## config.mk

```make
export PLATFORM = sky130hd
export DESIGN_NAME = seq_detector_param
export DESIGN_NICKNAME = d
export VERILOG_FILES = /design/src/rtl/seq_detector_param.sv
export SDC_FILE = /design/constraint.sdc
export NUM_CORES = 1
export LEC_CHECK = 0
export BUFFER_PORTS_ARGS = -buffer_cell sky130_fd_sc_hd__buf_2
export CORE_MARGIN = 1
export CORE_UTILIZATION = 60
export DETAILED_ROUTE_END_ITERATION = 8
export PLACE_DENSITY = 0.84
export SETUP_SLACK_MARGIN = 0.2
export SYNTH_ARGS = -nofsm -noshare
export SYNTH_HDL_FRONTEND = slang
export SYNTH_HIERARCHICAL = 1
export SYNTH_SLANG_ARGS = --single-unit
```

## constraint.sdc

```tcl
create_clock -name clk -period 6.8 [get_ports clk]
set_input_delay 0.68 -clock clk [delete_from_list [all_inputs] [get_ports clk]]
set_output_delay 0.68 -clock clk [all_outputs]
set_load 0.02 [all_outputs]
```

## src/rtl/seq_detector_param.sv

```systemverilog
// Runtime-programmable serial pattern detector: shadow-configured pattern of 1..MAX_LEN bits,
// overlapping/non-overlapping matching, registered hit pulse, saturating hit counter, match progress.

// Compares the newest K history bits against the first K pattern bits (pattern[len-1 -: K]).
module seq_detector_prefix_cmp #(
  parameter int MAX_LEN = 8,
  parameter int LEN_W   = 4,
  parameter int K       = 1
) (
  input  logic [MAX_LEN-1:0] hist,
  input  logic [MAX_LEN-1:0] pat,
  input  logic [LEN_W-1:0]   len,
  output logic               eq
);
  localparam logic [MAX_LEN-1:0] MASK = {MAX_LEN{1'b1}} >> (MAX_LEN - K);

  logic [LEN_W-1:0]   sh;
  logic [MAX_LEN-1:0] pat_sh;

  always_comb begin
    sh     = len - LEN_W'(K);
    pat_sh = pat >> sh;
    eq     = (LEN_W'(K) <= len) && ((hist & MASK) == (pat_sh & MASK));
  end
endmodule

module seq_detector_param #(
  parameter int MAX_LEN = 8,
  parameter int LEN_W   = 4,
  parameter int CNT_W   = 8
) (
  input  logic               clk,
  input  logic               reset_n,
  input  logic               cfg_load,
  input  logic [MAX_LEN-1:0] pattern,
  input  logic [LEN_W-1:0]   pat_len,
  input  logic               overlap,
  input  logic               x_valid,
  input  logic               x,
  input  logic               clr_cnt,
  output logic               y,
  output logic [LEN_W-1:0]   match_len,
  output logic [CNT_W-1:0]   hit_cnt
);
  localparam logic [LEN_W-1:0] LEN_MAX = LEN_W'(MAX_LEN);

  logic [MAX_LEN-1:0] pat_q, pat_d;
  logic [LEN_W-1:0]   len_q, len_d;
  logic               ovl_q, ovl_d;
  logic [MAX_LEN-1:0] hist_q, hist_d;
  logic [LEN_W-1:0]   fill_q, fill_d;
  logic [LEN_W-1:0]   mlen_q, mlen_d;
  logic               y_q, y_d;
  logic [CNT_W-1:0]   cnt_q, cnt_d;

  logic [MAX_LEN-1:0] hist_n;
  logic [LEN_W-1:0]   fill_n;
  logic [MAX_LEN:1]   eq;
  logic [MAX_LEN:0]   eq_ext;
  logic               hit;
  logic [LEN_W-1:0]   best;

  // Candidate history/fill if the current bit is accepted
  always_comb begin
    hist_n = {hist_q[MAX_LEN-2:0], x};
    fill_n = (fill_q >= LEN_MAX) ? LEN_MAX : fill_q + LEN_W'(1);
  end

  for (genvar k = 1; k <= MAX_LEN; k++) begin : g_cmp
    seq_detector_prefix_cmp #(
      .MAX_LEN (MAX_LEN),
      .LEN_W   (LEN_W),
      .K       (k)
    ) u_cmp (
      .hist (hist_n),
      .pat  (pat_q),
      .len  (len_q),
      .eq   (eq[k])
    );
  end

  // Full match is the length-L prefix; progress is the longest proper prefix seen
  always_comb begin
    eq_ext = {eq, 1'b1};
    hit    = (len_q != '0) && (fill_n >= len_q) && eq_ext[len_q];
    best   = '0;
    for (int k = 1; k < MAX_LEN; k++) begin
      if ((LEN_W'(k) < len_q) && (LEN_W'(k) <= fill_n) && eq[k]) best = LEN_W'(k);
    end
  end

  always_comb begin
    pat_d  = pat_q;
    len_d  = len_q;
    ovl_d  = ovl_q;
    hist_d = hist_q;
    fill_d = fill_q;
    mlen_d = mlen_q;
    y_d    = 1'b0;
    cnt_d  = cnt_q;
    if (cfg_load) begin
      pat_d  = pattern;
      len_d  = (pat_len > LEN_MAX) ? LEN_MAX : pat_len;
      ovl_d  = overlap;
      hist_d = '0;
      fill_d = '0;
      mlen_d = '0;
    end else if (x_valid) begin
      hist_d = hist_n;
      y_d    = hit;
      fill_d = (hit && !ovl_q) ? '0 : fill_n;
      mlen_d = (hit && !ovl_q) ? '0 : best;
    end
    if (clr_cnt)                                 cnt_d = '0;
    else if (y_d && (cnt_q != {CNT_W{1'b1}}))    cnt_d = cnt_q + CNT_W'(1);
  end

  always_ff @(posedge clk or negedge reset_n) begin
    if (!reset_n) begin
      pat_q  <= '0;
      len_q  <= '0;
      ovl_q  <= 1'b1;
      hist_q <= '0;
      fill_q <= '0;
      mlen_q <= '0;
      y_q    <= 1'b0;
      cnt_q  <= '0;
    end else begin
      pat_q  <= pat_d;
      len_q  <= len_d;
      ovl_q  <= ovl_d;
      hist_q <= hist_d;
      fill_q <= fill_d;
      mlen_q <= mlen_d;
      y_q    <= y_d;
      cnt_q  <= cnt_d;
    end
  end

  assign y         = y_q;
  assign match_len = mlen_q;
  assign hit_cnt   = cnt_q;
endmodule

```

; Yosys cells after proc, flatten, opt, wreduce, memory -nomap -nowiden
; Cells that the tools add are included.
[word_totals]
reg_bits = 37
inputBits = 19
output_inout_bits = 13
word_cells = 114
[op_classes]
addsub = 10
magnitude_cmp = 26
eq_ne = 9
shifts = 8
muxes = 23
n_reduce_logical = 30
[ops]
columns = op, n
row1 = $mux 4, 14
row2 = $le 3x4->1 const A, 8
row3 = $logic_and 1x1->1, 26
row4 = $le 2x4->1 const A, 4
row5 = $lt 3x4->1 const A, 4
row6 = $mux 8, 2
row7 = $sub 4x3->4 const B, 4
row8 = $mux 7, 2
row9 = $add 8x1->8 const B, 1
row10 = $eq 8x8->1, 1
row11 = $le 1x4->1 const A, 2
row12 = $lt 2x4->1 const A, 2
row13 = $ne 8x8->1 const B, 1
row14 = $shr 8x4->1, 1
row15 = $shr 8x4->2, 1
row16 = $shr 8x4->3, 1
row17 = $shr 8x4->4, 1
row18 = $shr 8x4->5, 1
row19 = $shr 8x4->6, 1
row20 = $shr 8x4->7, 1
row21 = $shr 8x4->8, 1
row22 = $sub 4x2->4 const B, 2
row23 = $eq 7x7->1, 1
row24 = $eq 6x6->1, 1
row25 = other kinds (19), 23

; Logic depth before layout (Yosys ltp)
[logic_depth]
depth_word = 15
depth_mapped = 15
depth_no_buf = 13

; By module
; The synthesis kept the hierarchy.
[modules_own_cells]
columns = mod, n_inst, cells_each, area_per_inst_um2, seq_area_each_um2
row1 = seq_detector_param, 1, 203, 1980.6, 902.1
row2 = seq_detector_prefix_cmp (g_cmp[7].u_cmp), 1, 62, 578.1, 0.0
row3 = seq_detector_prefix_cmp (g_cmp[6].u_cmp), 1, 55, 470.5, 0.0
row4 = seq_detector_prefix_cmp (g_cmp[8].u_cmp), 1, 53, 407.9, 0.0
row5 = seq_detector_prefix_cmp (g_cmp[5].u_cmp), 1, 51, 394.1, 0.0
row6 = seq_detector_prefix_cmp (g_cmp[3].u_cmp), 1, 32, 287.8, 0.0
row7 = seq_detector_prefix_cmp (g_cmp[4].u_cmp), 1, 38, 284.0, 0.0
row8 = seq_detector_prefix_cmp (g_cmp[2].u_cmp), 1, 21, 214.0, 0.0
row9 = seq_detector_prefix_cmp (g_cmp[1].u_cmp), 1, 20, 188.9, 0.0

; Worst setup path before layout
; Ideal clock, no wire load.
[synth_path]
kind = register to register
startpoint = register len_q[0]
endpoint = register cnt_q[5], in the netlist hit_cnt[5]
setup_ps = 125
arrival_time_ps = 4270
required_ps = 6675
setup_slack_ps = 2406
stages_incl_launch_ff = 15
n_path_buf = 1
period_less_slack_ps = 4394
path_cell_list = dfrtp_1 -> inv_1 -> ha_1 -> clkbuf_8 -> mux2_2 -> or2_1 -> o221a_1 -> nor3b_2 -> a41oi_1 -> a211oi_2 -> mux4_2 -> o211ai_1 -> a32o_2 -> nor4_1 -> mux2_2
[synth_between]
elab_chain_len = 11
word_cells_on_any_way = 50
cone_classes = add/sub: 8 / order compare: 9 / eq/ne: 8 / shift: 8 / mux: 4 / reduce/logical: 13
[synth_rtl]
columns = item, line
row1 = "start, declared", 48  ; logic [LEN_W-1:0] len_q, len_d;
row2 = "start signal, assigned", 130  ; len_q <= len_d;
row3 = $sub 4x3->4, 21  ; sh = len - LEN_W'(K);
row4 = $shr 8x4->5, 22  ; pat_sh = pat >> sh;
row5 = $eq 5x5->1, 23  ; eq = (LEN_W'(K) <= len) && ((hist & MASK) == (pat_sh & MASK));
row6 = $logic_and 1x1->1 *, 23
row7 = "net eq, one bit", 58  ; logic [MAX_LEN:1] eq;
row8 = $bmux 1 s4 *, 85  ; hit = (len_q != '0) && (fill_n >= len_q) && eq_ext[len_q];
row9 = $mux 1 (implied by the code) *, 85
row10 = $logic_and 1x1->1 *, 85
row11 = $mux 1 *, 108  ; end else if (x_valid) begin
row12 = $mux 1 *, 101  ; if (cfg_load) begin
row13 = $logic_and 1x1->1 *, 115  ; else if (y_d && (cnt_q != {CNT_W{1'b1}})) cnt_d = cnt_q + CNT_W'(1);
row14 = $reduce_bool 2->1 (no line) *, --
row15 = "end signal, assigned", 136  ; cnt_q <= cnt_d;
row16 = "end, declared", 54  ; logic [CNT_W-1:0] cnt_q, cnt_d;
; Mark *: on every way through the listed nets, which the timed path passes. The rest lies on a longest branch. The select of a mux whose other input is x is not followed.
; A chain may end at the register's enable or synchronous reset.

; Worst setup path in the final report
; Ends and elaborated chain as after synthesis.

==> results.ini <==
[status]
status = finished, final reports clean

[floorplan]
start_util = 0.6219
io_pins = 32
chipWidth_um = 91.50
core_area_um2 = 7727
dieHeight_um = 91.50
fp-row-count = 32
fp.dieArea_um2 = 8371

[power_and_ir_drop]
p_leak_nw = 1.964
intPower_uw = 497.5
p_seq_frac = 0.331
ir_worst_vdd_mv = 0.1768
swShare = 0.3959
p_per_area_nw_per_um2 = 163.4
p_sw_uw = 326.0
combPwrFrac = 0.471
clkPwrFrac = 0.197

[logic_synthesis]
synth-seq-cells = 36
synth.top_cell.area_share = 0.1822
synth_cells = 535
syn-num-nets = 568
ys.flop_type = dfrtp_1
netlist_top_cells_count = mux2i_1, nor2_1, dfrtp_1
ys_types = 96
yosysSeqAreaShare = 0.1877
synth-edff-count = 0
synth_async_sr_flop_share = 1.000
yosys-top-cells-area = dfrtp_1, mux2i_1, mux4_2
ys.warnings.count = 6
synth_area_per_cell_um2 = 8.983
synth_most_common_cell = mux2i_1
yosys.area.top_type = dfrtp_1
netlist_area_um2 = 4806

[setup_path]
slowest_stage = dfrtp_2
rr_startpoint = len_q[0]$_DFFE_PN0P_
setup.worst_path.start = len_q[0]$_DFFE_PN0P_
cpMostUsedCell = mux2_2
path_cells = inv_1 -> ha_1 -> mux2_2 -> or2_1 -> o221a_1 -> o21ai_0 -> nand2_1 -> a211oi_2 -> mux4_2 -> o211ai_1 -> a32o_2 -> nor4_1 -> mux2_2
end_kind = register
crit_type = reg -> reg
rr_worst_depth = 13
slowest_delay_ns = 0.91
crit_arrival_ns = 5.10
required_ns = 6.97
cp-start-kind = register
path_max_fanout = 42
rrSetupSlack_ns = 1.87

[sta]
setup_viol = 0
max_slew_margin = 0.4206
finalMaxSlewViolations = 0
worst_pin_slew_ns = 0.8691
setup_slack_ns = 1.870
timing.final.crit_share = 0.7250
fin_crit_ns = 4.930
fmax_mhz = 202.8
holdWs_ns = 0.4652
worst_clock_skew_ns = 0.006556
rsz0062_at_grt = no
hold_viol_final = 0
tns_ns = 0

[routing]
via_count = 4446
drc_errors = 0
drt_iter0_markers = 313
ant_nets = 0
finalWirelength_um = 11920
wl_per_cell_um = 18.29
drtPass1Iterations = 5
vias_per_cell = 6.819

[layout]
antennaDiodeCount = 0
post-route-util = 0.6522
syn2layout_area_growth_pct = 4.868
drive_gt1_frac = 0.1909
final_area_um2 = 5040
final_nets = 583

[grt]
grt_pass1_wl_um = 20220
grt_max_degree = 44
grt_pass1_vias = 4319
grtUsageTotal = 0.2951
grt_overflow = 0
grt_antenna_before_repair = 0

[cts]
cts_buffers = 5
ctsHoldBuffers = 0
clk_pin_slew_ns = 0.07
cts_tree = built
clock_sinks = 36
ctsResizeCount = 0
cts_setup_buffers = 0
clockBufferDepth = 2
clkLatencyLatePin_ns = 0.29
ctsRootBufferMaster = clkbuf_8
cts-htree-levels = 2

[place]
dpl_cell_area_um2 = 4943
place_congestion = 0.8467
pre_cts_ws_ns = 1.942
port_buffers = 30
hpwl_um = 7893

[flow_run]
drv_cap = 0

[min_path]
hold_class = in -> async

[worst max-delay path: cells and delay by family (launching register included)]
kind / cells / cell delay (ns)
buffers and inverters: 1 / 0.27
AO/OA/AOI/OAI: 5 / 1.29
flip-flops: 1 / 0.91
multiplexers: 3 / 1.06
AND/OR/NAND/NOR: 3 / 0.67
adder cells (fa/ha/maj): 1 / 0.58
[placed cells by master (no fill, tap or decap), drive strengths merged, types with 4 or more instances in the layout]
cell and count:
mux2i 48, o221ai 5, nor4b 4, or4 6, nand4 6, buf 34
nand2 31, nor2 40, o211ai 10, nand2b 7, nor3 12, o31ai 10
o21a 5, mux4 17, o21ai 28, xnor2 12, inv 25, nand3 16
dfrtp 35, mux2 25, xor2 17, a211oi 7, nor2b 10, clkbuf 7
ha 14, a21o 4, nand3b 11, a21oi 24, a31oi 9
[layout make-up]
type | instances | area [um2]
clock buffer | 7 | 96.34
fill | 609 | 2688
inverter | 26 | 97.59
multi-input combinational | 447 | 3633
sequential | 36 | 904.6
tap | 102 | 127.6
timing repair buffer | 34 | 180.2
[power by group through the flow]
stage	registers, mW	clock network (mW)	logic (mW)
after floorplan	0.264	0	0.317
after global placement	0.274	0	0.368
after detailed placement	0.276	0	0.382
after CTS	0.272	0.165	0.385
after global routing	0.276	0.174	0.425
final	0.273	0.163	0.388
[worst paths after layout]
kind                                                 end
max in group asynchronous           len_q[0]$_DFFE_PN0P_
worst max register to register    hit_cnt[5]$_DFFE_PN0P_
worst max-delay path              hit_cnt[5]$_DFFE_PN0P_
worst min register to register  match_len[1]$_DFFE_PN0P_
min in group clk                match_len[1]$_DFFE_PN0P_
worst min-delay path            match_len[1]$_DFFE_PN0P_
[per-stage QoR]
step	instances	power (mW)
floorplan	535	0.5811
global placement	645	0.6421
detailed placement	645	0.6582
CTS	652	0.8217
global route	652	0.8752
finish	652	0.8236
[state kept, by name, summed over array words and instances, names as in the netlist]
name and flops:
hit_cnt 8, match_len 3, pat_q 8, fill_q 4, len_q 4, hist_q 7, y 1, ovl_q 1
[per-layer routing]
| metal | track usage | wire, um |
|---|---|---|
| met1 | 0.3877 | 4931 |
| met3 | 0.03936 | 877 |
| met2 | 0.4912 | 5769 |
| met5 | 0 | 0 |
| met4 | 0.1151 | 344 |
[cells by family after synthesis]
| kind of cell | after synthesis | share of synthesized area |
|---|---|---|
| xor gates and xnor gates | 29 | 0.06144 |
| AOI/OAI and AO/OA | 141 | 0.2111 |
| and+or+nand+nor | 172 | 0.2033 |
| adders and majority gates | 14 | 0.03645 |
| other | 1 | 0.0007803 |
| muxes | 90 | 0.2429 |
| DFF | 36 | 0.1877 |
| buffers and inverters | 52 | 0.05623 |
(Power assumes the default switching activity.)
